===== config.mk =====
export PLATFORM = sky130hd
export DESIGN_NAME = if_fetch
export DESIGN_NICKNAME = d
export VERILOG_FILES = /design/src/rtl/if_pkg.sv /design/src/rtl/fetch_fifo.sv /design/src/rtl/if_fetch.sv
export SDC_FILE = /design/constraint.sdc
export NUM_CORES = 1
export LEC_CHECK = 0
export CAP_MARGIN = 40
export CORE_UTILIZATION = 55
export CTS_BUF_LIST = sky130_fd_sc_hd__clkbuf_2
export DETAILED_ROUTE_END_ITERATION = 16
export PLACE_DENSITY = 0.85
export SETUP_SLACK_MARGIN = 0.4
export SYNTH_ARGS = -nofsm -noshare
export SYNTH_HDL_FRONTEND = slang
export SYNTH_SLANG_ARGS = --single-unit
export TNS_END_PERCENT = 30

===== constraint.sdc =====
create_clock -name clk -period 5.79 [get_ports clk]
set_input_delay 1.158 -clock clk [delete_from_list [all_inputs] [get_ports clk]]
set_output_delay 1.158 -clock clk [all_outputs]
set_load 0.01 [all_outputs]

===== src/rtl/if_pkg.sv =====
// Shared types and constants for the RV64 instruction fetch stage.
package if_pkg;

  localparam int unsigned XLEN = 64;
  localparam int unsigned ILEN = 32;

  localparam logic [ILEN-1:0] NOP_INST = 32'h0000_0013;

  typedef struct packed {
    logic [XLEN-1:0] pc;
    logic [ILEN-1:0] inst;
    logic            filled;
    logic            fault;
  } fetch_slot_t;

endpackage


===== src/rtl/fetch_fifo.sv =====
// Reservation ring buffer: slots are reserved at request time and filled in
// order by memory responses; flush clears state and can preload one slot.
module fetch_fifo
  import if_pkg::*;
#(
  parameter int unsigned DEPTH = 2
) (
  input  logic                       clk,
  input  logic                       rst_n,
  input  logic                       flush,
  input  logic                       load,
  input  fetch_slot_t                load_slot,
  input  logic                       reserve,
  input  logic [XLEN-1:0]            reserve_pc,
  input  logic                       fill,
  input  logic [ILEN-1:0]            fill_inst,
  input  logic                       pop,
  output fetch_slot_t                head,
  output logic [$clog2(DEPTH+1)-1:0] used,
  output logic [$clog2(DEPTH+1)-1:0] pending
);

  localparam int unsigned PW = $clog2(DEPTH);
  localparam int unsigned CW = $clog2(DEPTH + 1);

  fetch_slot_t   slots [DEPTH];
  logic [PW-1:0] alloc_ptr;
  logic [PW-1:0] fill_ptr;
  logic [PW-1:0] head_ptr;

  assign head = slots[head_ptr];

  always_ff @(posedge clk or negedge rst_n) begin
    if (!rst_n) begin
      for (int unsigned i = 0; i < DEPTH; i++) slots[PW'(i)] <= '0;
      alloc_ptr <= '0;
      fill_ptr  <= '0;
      head_ptr  <= '0;
      used      <= '0;
      pending   <= '0;
    end else if (flush) begin
      for (int unsigned i = 0; i < DEPTH; i++) begin
        slots[PW'(i)].filled <= 1'b0;
        slots[PW'(i)].fault  <= 1'b0;
      end
      head_ptr <= '0;
      pending  <= '0;
      // Preloaded slot 0 counts as already reserved and filled.
      if (load) begin
        slots[0]  <= load_slot;
        alloc_ptr <= PW'(1);
        fill_ptr  <= PW'(1);
        used      <= CW'(1);
      end else begin
        alloc_ptr <= '0;
        fill_ptr  <= '0;
        used      <= '0;
      end
    end else begin
      if (reserve) begin
        slots[alloc_ptr] <= '{pc: reserve_pc, inst: '0, filled: 1'b0, fault: 1'b0};
        alloc_ptr        <= alloc_ptr + 1'b1;
      end
      if (fill) begin
        slots[fill_ptr].inst   <= fill_inst;
        slots[fill_ptr].filled <= 1'b1;
        fill_ptr               <= fill_ptr + 1'b1;
      end
      if (pop) head_ptr <= head_ptr + 1'b1;
      used    <= used + CW'(reserve) - CW'(pop);
      pending <= pending + CW'(reserve) - CW'(fill);
    end
  end

endmodule


===== src/rtl/if_fetch.sv =====
// Instruction fetch stage: PC, in-order imem requests, stale-response drop
// counter and decoder handshake. IF_ALIGN_CHECK_EN enables misaligned-redirect faults.
module if_fetch
  import if_pkg::*;
#(
  parameter logic [XLEN-1:0] RESET_PC = '0,
  parameter int unsigned     DEPTH    = 2
) (
  input  logic            clk,
  input  logic            rst_n,
  output logic            imem_req_valid,
  input  logic            imem_req_ready,
  output logic [XLEN-1:0] imem_req_addr,
  input  logic            imem_resp_valid,
  input  logic [ILEN-1:0] imem_resp_data,
  input  logic            redirect_valid,
  input  logic [XLEN-1:0] redirect_pc,
  output logic            inst_valid,
  input  logic            inst_ready,
  output logic [ILEN-1:0] inst,
  output logic [XLEN-1:0] inst_pc
`ifdef IF_ALIGN_CHECK_EN
  ,
  output logic            inst_fault
`endif
);

  localparam int unsigned CW = $clog2(DEPTH + 1);
  localparam int unsigned DW = $clog2(2 * DEPTH + 1);

  logic [XLEN-1:0] pc;
  logic [DW-1:0]   drop;
  logic            halted;
  logic            misaligned;
  logic [XLEN-1:0] target;
  fetch_slot_t     head;
  fetch_slot_t     load_slot;
  logic [CW-1:0]   used;
  logic [CW-1:0]   pending;
  logic            pop;
  logic            accept;
  logic            fill;

`ifdef IF_ALIGN_CHECK_EN
  assign misaligned = redirect_valid && (redirect_pc[1:0] != 2'b00);
  assign target     = redirect_pc;
  assign inst_fault = head.fault;

  always_ff @(posedge clk or negedge rst_n) begin
    if (!rst_n)              halted <= 1'b0;
    else if (redirect_valid) halted <= misaligned;
  end
`else
  logic unused_bits;
  assign unused_bits = ^{head.fault, redirect_pc[1:0]};
  assign misaligned  = 1'b0;
  assign target      = {redirect_pc[XLEN-1:2], 2'b00};
  assign halted      = 1'b0;
`endif

  assign inst_valid = (used != '0) && head.filled;
  assign inst       = head.inst;
  assign inst_pc    = head.pc;
  assign pop        = inst_valid && inst_ready;

  // A same-cycle pop frees a slot, keeping full-rate fetch with DEPTH slots.
  assign imem_req_valid = rst_n && !redirect_valid && !halted && ((used < CW'(DEPTH)) || pop);
  assign imem_req_addr  = pc;
  assign accept         = imem_req_valid && imem_req_ready;
  assign fill           = imem_resp_valid && (drop == '0) && !redirect_valid;
  assign load_slot      = '{pc: redirect_pc, inst: NOP_INST, filled: 1'b1, fault: 1'b1};

  always_ff @(posedge clk or negedge rst_n) begin
    if (!rst_n) begin
      pc   <= RESET_PC;
      drop <= '0;
    end else if (redirect_valid) begin
      pc   <= target;
      // A response arriving now retires one outstanding request either way.
      drop <= drop + DW'(pending) - DW'(imem_resp_valid);
    end else begin
      if (accept) pc <= pc + XLEN'(4);
      if (imem_resp_valid && (drop != '0)) drop <= drop - 1'b1;
    end
  end

  fetch_fifo #(.DEPTH(DEPTH)) u_fifo (
    .clk        (clk),
    .rst_n      (rst_n),
    .flush      (redirect_valid),
    .load       (misaligned),
    .load_slot  (load_slot),
    .reserve    (accept),
    .reserve_pc (pc),
    .fill       (fill),
    .fill_inst  (imem_resp_data),
    .pop        (pop),
    .head       (head),
    .used       (used),
    .pending    (pending)
  );

endmodule


---- Word-level counts from Yosys, hierarchy flattened ----
Cells that the tools add are included.
operators by class
  magnitude comparators ................... 6
  bitwise operators ....................... 3
  multiplexer cells ....................... 29
  add/subtract/negate cells ............... 11
  reduce and logical (&&, ||, !) cells .... 19
operators with widths
  operator                 count
  $bwmux W196              3
  $mux W196                3
  $mux W98                 4
  $demux W98 S1            3
  $mux W64                 2
  $add A64 B3 Y64 const B  1
  $mux W34                 1
  $logic_and A1 B1 Y1      10
  $mux W2                  5
  $reduce_bool A2 Y1       5
  $ge A2 B2 Y1 const B     3
  $mux W1                  6
  $mux W3                  2
  $not A1 Y2               3
  $add A2 B1 Y2            2
  $lt A2 B1 Y1 const B     2
  $sub A2 B1 Y2            2
  $add A1 B1 Y1 const B    3
  $add A3 B2 Y3            1
  $logic_not A3 Y1         1
  $reduce_bool A3 Y1       1
  $sub A3 B1 Y3            1
  $sub A3 B1 Y3 const B    1
  $lt A2 B2 Y1 const B     1
  2 further kinds          2
word-level totals
  logic and storage cells ................. 83
  input bits .............................. 102
  output and inout port bits .............. 162
  register bits after elaboration ......... 270

---- Longest topological paths before layout ----
Gate-level depths: netlist (run 1).
  depth after elaboration ................. 15
  mapped depth ............................ 10
  mapped depth without buffers ............ 10

---- Modules after synthesis ----
From an unflattened synthesis (run 1), not the netlist that was laid out.
second synthesis, totals
  cell total of the unflattened synthesis .. 1,224
  area, all modules ....................... 13,828.3 µm²
modules (own cells, without submodules)
  module      cells each  area an instance (µm²)  seq. area each (µm²)  times used
  fetch_fifo  719         9,590.4                 5,054.8               1
  if_fetch    505         4,237.8                 1,626.6               1

---- Worst setup path after synthesis (run 1) ----
OpenSTA, ideal clock, no wires.
  kind .................................... in2out
  start ................................... in redirect_valid
  end ..................................... out imem_req_valid
  path buffers ............................ 2
  arrival time ............................ 2,084 ps
  cell stages on the path ................. 4
  data required time ...................... 4,632 ps
  slack ................................... 2,548 ps
  cells stage by stage .................... clkbuf_1 -> clkinv_1 -> clkbuf_1 -> and3_1
between the ends
  word-level cells in the longest chain between the ends .. 3
ends and longest elaborated chain
  what                              RTL line        text
  from (decl)                       if_fetch.sv:16  input logic redirect_valid,
  $logic_not A1 Y1                  if_fetch.sv:67  assign imem_req_valid = rst_n && !redirect_valid && !halted && ((used < CW'(DEPTH)) || pop);
  $logic_and A1 B1 Y1 (2 in a row)  if_fetch.sv:67
  to (decl)                         if_fetch.sv:11  output logic imem_req_valid,
No other way between the ends.

---- Final worst setup path (run 1) ----
  start ................................... reg u_fifo.head_ptr
  end ..................................... out inst_pc[8]
between the ends
  word-level cells in the longest chain between the ends .. 4
ends and longest elaborated chain
  what                                         RTL line          text
  from (decl)                                  fetch_fifo.sv:29  logic [PW-1:0] head_ptr;
  from (signal assigned)                       fetch_fifo.sv:69  if (pop) head_ptr <= head_ptr + 1'b1;
  $not A1 Y2 (implied by the code)             fetch_fifo.sv:31  assign head = slots[head_ptr];
  $mux W98 (implied by the code) (3 in a row)  fetch_fifo.sv:31
  to (decl)                                    if_fetch.sv:21    output logic [XLEN-1:0] inst_pc
No other way between the ends. The select of a mux whose other input is x is not followed.

==> results.cfg, run 1 <==
[sta]
hold_violations = 0
drv_slew = 0
rsz0062_at_grt = no
timing.setup.tns_ns = 0
relSlewSlack = 0.391
skew_ns = 0.0749
max_freq_mhz = 221
setup_viol = 0
timing_worst_slew_pin_value_ns = 0.913
min_period_ns = 4.52
finalCritPeriodShare = 0.781

[grt]
grt_max_degree = 117
grt_pass1_vias = 10513
antenna_found_initial = 1
grt_usage = 0.299
grt_pass1_wl_mm = 55.5
gr-total-overflow = 0

[pwr]
switching_power_w = 0.00185
peakVddDrop_mv = 0.202
pwr-share-seq = 0.458
switching_share = 0.315
p_per_area_nw_per_um2 = 362
p_leak_nw = 7.05
p_int_w = 0.00401
pwr-share-clk = 0.228
total_power_w = 0.00585
p_comb_frac = 0.313

[clock_network]
clockRootBuffer = clkbuf_2
clkTransAtPathRegs_ns = 0.09
hold_buffers = 0
cts_tree = built
numCtsBuffers = 71
clock_latency_ns = 0.84
clockBufferDepth = 3
cts.htree.levels = 3
postCtsSetupRepairBufs = 0
cts-resized-gates = 0
cts_sinks = 262

[floorplanning]
dieWidth_um = 154
num_io_pins = 264
dieArea_um2 = 23700
die_h_um = 154
rows = 55
coreArea_um2 = 22600
start_util = 0.561

[setup_path]
critPathMaxStageDelay_ns = 0.93
critPathKind = flop to primary output
cp-end-kind = primary output
cp.arrival_ns = 3.36
cp.required_ns = 4.63
worstSetupStartpointType = flop
crit_slowest_cell = dfrtp_4
worstPathMaxFanout = 49
cp_cell_sequence = buf_4 > mux2_2 > clkdlybuf4s50_1

[drt]
wl_mm = 35.0
postRouteAntennaNets = 0
post_drt_wl_per_cell_um = 19.4
drcViolationCount = 0
drtPass1Iterations = 5
num_vias = 10482
viasPerCell = 5.81
drtIter0Drc = 696

[outcome]
status = finished clean

[synth]
synth_area_leader_cell = dfrtp_1
yosys_warnings = 0
netlist_top_cells_count = 262 x dfrtp_1, 223 x nand2_1, 207 x mux2_2
avgSynthCellArea_um2 = 10.6
synth_seq_cells = 262
synth-main-ff-cell = dfrtp_1
async_reset_ff_frac = 1.00
yosysMostFrequentCell = dfrtp_1
ys_seq_area_frac = 0.517
yosys-top-cells-area = dfrtp_1 52%, mux2_2 18%, nand2_1 6.6%, o21ai_0 4.7%, clkbuf_1 1.9%
netlist_area_um2 = 12700
syn_inst = 1200
yosys.area.top_type_share = 0.517
yosysUniqueCellTypes = 55
synth_edf_count = 0

[run]
drv_cap = 0

[hold_path]
hold_path_class = input pin to async pin

[layout]
area_delta_synth_final_pct = 27.3
drive_gt1_frac = 0.233
final_nets = 1583
utilization = 0.713

[placed_design]
port_buffers = 257
globalplace.congestion = 0.853
dp.final_hpwl_mm = 23.4
==> layout make-up <==
type / instances / area, µm²
repair buffers: 273 / 2740
clock inverters: 14 / 106
inverters: 24 / 90.1
diodes: 1 / 2.50
fillers: 1690 / 6490
well taps: 285 / 357
flip-flops and latches: 262 / 6560
multi-input cells: 838 / 5760
clock buffers: 107 / 536
==> cell usage in the layout (no fill, tap or decap), types with 4 or more instances in the layout <==
cell type,Yosys,routed
dfrtp_1,262,261
clkdlybuf4s50_1,0,255
nand2_1,223,222
mux2_2,207,207
o21ai_0,120,120
clkbuf_2,0,107
nand3_1,32,32
nor2_1,31,30
nand4_1,26,26
inv_1,23,23
xor2_1,18,18
and3_1,17,17
xnor2_1,16,16
o211ai_1,16,16
nor3_1,16,15
buf_4,5,14
a21oi_1,13,12
and2_1,12,11
clkinv_1,1,10
ha_1,10,10
or3_1,9,9
and4_1,7,7
o311ai_0,7,7
nor4_1,5,5
a221o_1,5,5
nor2b_1,4,4
or4_1,4,4
conb_1,1,4
==> state kept, by name (all words and copies together) (netlist names) <==
register	flops
u_fifo.head_ptr	1
u_fifo.alloc_ptr	1
u_fifo.used	2
u_fifo.fill_ptr	1
imem_req_addr	62
drop	3
u_fifo.pending	2
u_fifo.slots	190
==> stage by stage <==
stage / instances / worst slack, ns / hold WS [ns] / cell area (µm²)
after floorplan: 1203 / 2.55 / 0.444 / 12700
after global placement: 1680 / 1.94 / 0.455 / 15500
after detailed placement: 1682 / 1.92 / 0.466 / 15500
after CTS: 1803 / 1.15 / 0.377 / 16200
after global routing: 1804 / 1.10 / 0.416 / 16200
final: 1804 / 1.27 / 0.401 / 16200
==> power groups by stage <==
stage                     Clock, W  Sequential [W]  Combinational, W
after floorplan                  0         0.00261          0.000981
after global placement           0         0.00267           0.00178
after detailed placement         0         0.00271           0.00184
after CTS                  0.00136         0.00267           0.00185
after global routing       0.00146         0.00274           0.00198
final                      0.00134         0.00268           0.00183
==> worst max-delay path: cells and delay by family (launching register included) <==
family                 cells  cell delay (ns)
multiplexers               1             0.42
buffers and inverters      2             1.23
flip-flops                 1             0.93
==> final timing paths <==
check / startpoint / end / slack (ns) / cells past startpoint
worst max-delay path: u_fifo.head_ptr$_DFFE_PN0P_ / inst_pc[8] / 1.27 / 3
max in group asynchronous: rst_n / u_fifo.slots[18]$_DFFE_PN0N_ / 3.92 / 2
worst max register to register: u_fifo.head_ptr$_DFFE_PN0P_ / imem_req_addr[60]$_DFFE_PN0P_ / 2.42 / 6
worst min register to register: u_fifo.slots[90]$_DFFE_PN0P_ / u_fifo.slots[90]$_DFFE_PN0P_ / 0.48 / 2
worst min-delay path: rst_n / u_fifo.slots[84]$_DFFE_PN0P_ / 0.40 / 1
min in group clk: u_fifo.slots[90]$_DFFE_PN0P_ / u_fifo.slots[90]$_DFFE_PN0P_ / 0.48 / 2
==> layer usage <==
metal,vias to the layer above,share of wire,GRT usage
met3,90,0.082,0.0843
met5,-,0,0
li1,4795,-,-
met4,0,0.035,0.132
met1,5133,0.40,0.377
met2,464,0.48,0.483
==> cell families (layout without fill, tap and decap cells) <==
group | after synthesis | after routing | share of synthesized area
AO/OA/AOI/OAI | 178 | 178 | 0.0811
XOR/XNOR | 34 | 34 | 0.0235
adder cells (fa/ha/maj) | 11 | 11 | 0.0114
buffers and inverters | 103 | 418 | 0.0326
flip-flops | 262 | 262 | 0.517
multiplexers | 209 | 209 | 0.185
other | 1 | 5 | 0.000295
AND/OR/NAND/NOR | 402 | 402 | 0.149
Power figures use the tool's default switching activity.
==> inputs of run 2 (changes only) <==
--- a/config.mk
+++ b/config.mk
@@ -6,10 +6,10 @@
 export NUM_CORES = 1
 export LEC_CHECK = 0
 export CAP_MARGIN = 40
-export CORE_UTILIZATION = 55
+export CORE_UTILIZATION = 53
 export CTS_BUF_LIST = sky130_fd_sc_hd__clkbuf_2
 export DETAILED_ROUTE_END_ITERATION = 16
-export PLACE_DENSITY = 0.85
+export PLACE_DENSITY = 0.82
 export SETUP_SLACK_MARGIN = 0.4
 export SYNTH_ARGS = -nofsm -noshare
 export SYNTH_HDL_FRONTEND = slang
==> constraint.sdc (replaced) <==
create_clock -name clk -period 4.2 [get_ports clk]
set_input_delay 0.84 -clock clk [delete_from_list [all_inputs] [get_ports clk]]
set_output_delay 0.84 -clock clk [all_outputs]
set_load 0.01 [all_outputs]
==> run 2 against run 1 <==
Against the previous run:
- register-to-register slack lost 1.3 ns
- die area rose by 3.7%
- clock power up 37%
- non-clock buffer count rose by 5
- critical endpoint is now inst_pc[59]
==> results.cfg, run 2 (synthesis gave the netlist of run 1 again) <==
[sta]
finalCritPeriodShare = 0.871
min_period_ns = 3.66
timing_worst_slew_pin_value_ns = 1.00
setup_viol = 0
setup_ws_ns = 0.541
relSlewSlack = 0.331
hold_violations = 0
drv_slew = 0
timing.setup.tns_ns = 0
skew_ns = 0.103
max_freq_mhz = 273
rsz0062_at_grt = no

[grt]
gr-total-overflow = 0
grt_usage = 0.293
grt_max_degree = 179
grt_pass1_wl_mm = 55.9
grt_pass1_vias = 10531
antenna_found_initial = 3

[pwr]
peakVddDrop_mv = 0.263
p_leak_nw = 7.07
p_per_area_nw_per_um2 = 496

[layout]
drive_gt1_frac = 0.231
final_cell_mix = 261 x dfrtp_1, 255 x clkdlybuf4s50_1, 222 x nand2_1, 207 x mux2_2, 120 x o21ai_0
utilization = 0.693
area_delta_synth_final_pct = 28.1
final_nets = 1585
instances_no_fill = 1833
fillers = 1766
layout_commonest_cell = dfrtp_1
regMostFlops = u_fifo.slots
largest_reg_flops = 190

[placed_design]
port_buffers = 257
dpl.cell_count = 1719
globalplace.congestion = 0.828
dp_slack_ns = 0.896
dp.final_hpwl_mm = 23.4

[drt]
post_drt_wl_per_cell_um = 19.1
drcViolationCount = 0
drtIter0Drc = 681
viasPerCell = 5.63
postRouteAntennaNets = 0
num_vias = 10321
wl_mm = 35.1
drtPass1Iterations = 5

[hold_path]
hold_path_class = input pin to flop

[floorplanning]
start_util = 0.541
dieArea_um2 = 24600
dieWidth_um = 157
num_io_pins = 264
coreArea_um2 = 23500
die_h_um = 157
rows = 56

[clock_network]
numCtsBuffers = 68
cts.htree.levels = 3
cts_sinks = 262
cts_tree = built
clockRootBuffer = clkbuf_2
clock_latency_ns = 0.85
clockBufferDepth = 3
cts-resized-gates = 0
clkTransAtPathRegs_ns = 0.11

[setup_path]
worstSetupStartpointType = flop
cp.required_ns = 3.36
worstPathMaxFanout = 28
cp.arrival_ns = 2.82
cp-end-kind = primary output
critPathKind = flop to primary output

[run]
drv_cap = 0

[outcome]
status = finished clean
[run 2: cell types whose count changed in the layout (fill, tap and decap cells not counted)]
cell / delta
clkbuf_2: -7
buf_12: +4
clkinv_1: -4
bufinv_16: +1
diode_2: +1
dlygate4sd3_1: +1
inv_2: -1
[run 2: routing by layer]
metal / share of wire / vias to the layer above / track usage
met5: 0.00037 / - / 0
met2: 0.48 / 391 / 0.467
met1: 0.41 / 5082 / 0.377
met4: 0.023 / 2 / 0.117
li1: - / 4776 / -
met3: 0.086 / 70 / 0.0847
[run 2: final timing paths]
check	start	slack, ns	cells after the start	endpoint
hold / removal	redirect_valid	0.30	2	u_fifo.pending[1]$_DFF_PN0_
min in group asynchronous	rst_n	0.40	2	u_fifo.slots[99]$_DFF_PN0_
setup / recovery	u_fifo.head_ptr$_DFFE_PN0P_	0.54	3	inst_pc[59]
hold reg to reg	u_fifo.slots[144]$_DFFE_PN0P_	0.48	2	u_fifo.slots[144]$_DFFE_PN0P_
setup reg to reg	u_fifo.head_ptr$_DFFE_PN0P_	1.16	8	imem_req_addr[18]$_DFFE_PN0P_
max in group asynchronous	rst_n	2.52	3	u_fifo.slots[49]$_DFFE_PN0P_
[run 2: worst max-delay path, cell delays in order, from the launching register on]
cell	delay, ns
dfrtp_4	0.69
buf_4	0.45
mux2_2	0.39
clkdlybuf4s50_1	0.52
[run 2: per-stage QoR]
stage                     hold WS [ns]  power [W]  area, µm²
after detailed placement         0.465    0.00628      15600
after global placement           0.455    0.00615      15600
after CTS                        0.255    0.00812      16300
after global routing             0.235    0.00857      16300
final                            0.296    0.00807      16300
after floorplan                  0.444    0.00495      12700
[run 2: power by group]
part | total (W) | internal [W] | switching [W] | leakage (nW)
Clock | 0.00183 | 0.000804 | 0.00103 | 0.474
Sequential | 0.00369 | 0.00324 | 0.000458 | 3.34
Combinational | 0.00254 | 0.00150 | 0.00104 | 3.26
Total | 0.00807 | 0.00554 | 0.00253 | 7.07
[run 2: final cells by class]
| class | instances | area, µm² | share of cell area |
|---|---|---|---|
| flip-flops and latches | 262 | 6560 | 0.403 |
| multi-input cells | 838 | 5760 | 0.354 |
| repair buffers | 278 | 2830 | 0.174 |
| clock buffers | 100 | 500 | 0.0308 |
| well taps | 319 | 399 | 0.0245 |
| clock inverters | 10 | 118 | 0.00723 |
| inverters | 24 | 90.1 | 0.00554 |
| diodes | 2 | 5.00 | 0.000308 |
[run 2: what timing repair did]
action / CTS / global route
buffers inserted: 1 / 0
hold endpoints to repair: 9 / 0
setup endpoints to repair: 31 / 0
hold buffers: 1 / 0
==> inputs of run 3 (changes only) <==
--- a/config.mk
+++ b/config.mk
@@ -9,6 +9,7 @@
 export CORE_UTILIZATION = 53
 export CTS_BUF_LIST = sky130_fd_sc_hd__clkbuf_2
 export DETAILED_ROUTE_END_ITERATION = 16
+export GPL_TIMING_DRIVEN = 1
 export PLACE_DENSITY = 0.82
 export SETUP_SLACK_MARGIN = 0.4
 export SYNTH_ARGS = -nofsm -noshare
==> results of run 3 <==
The final DEF is identical to that of run 2; final timing and power are the same.
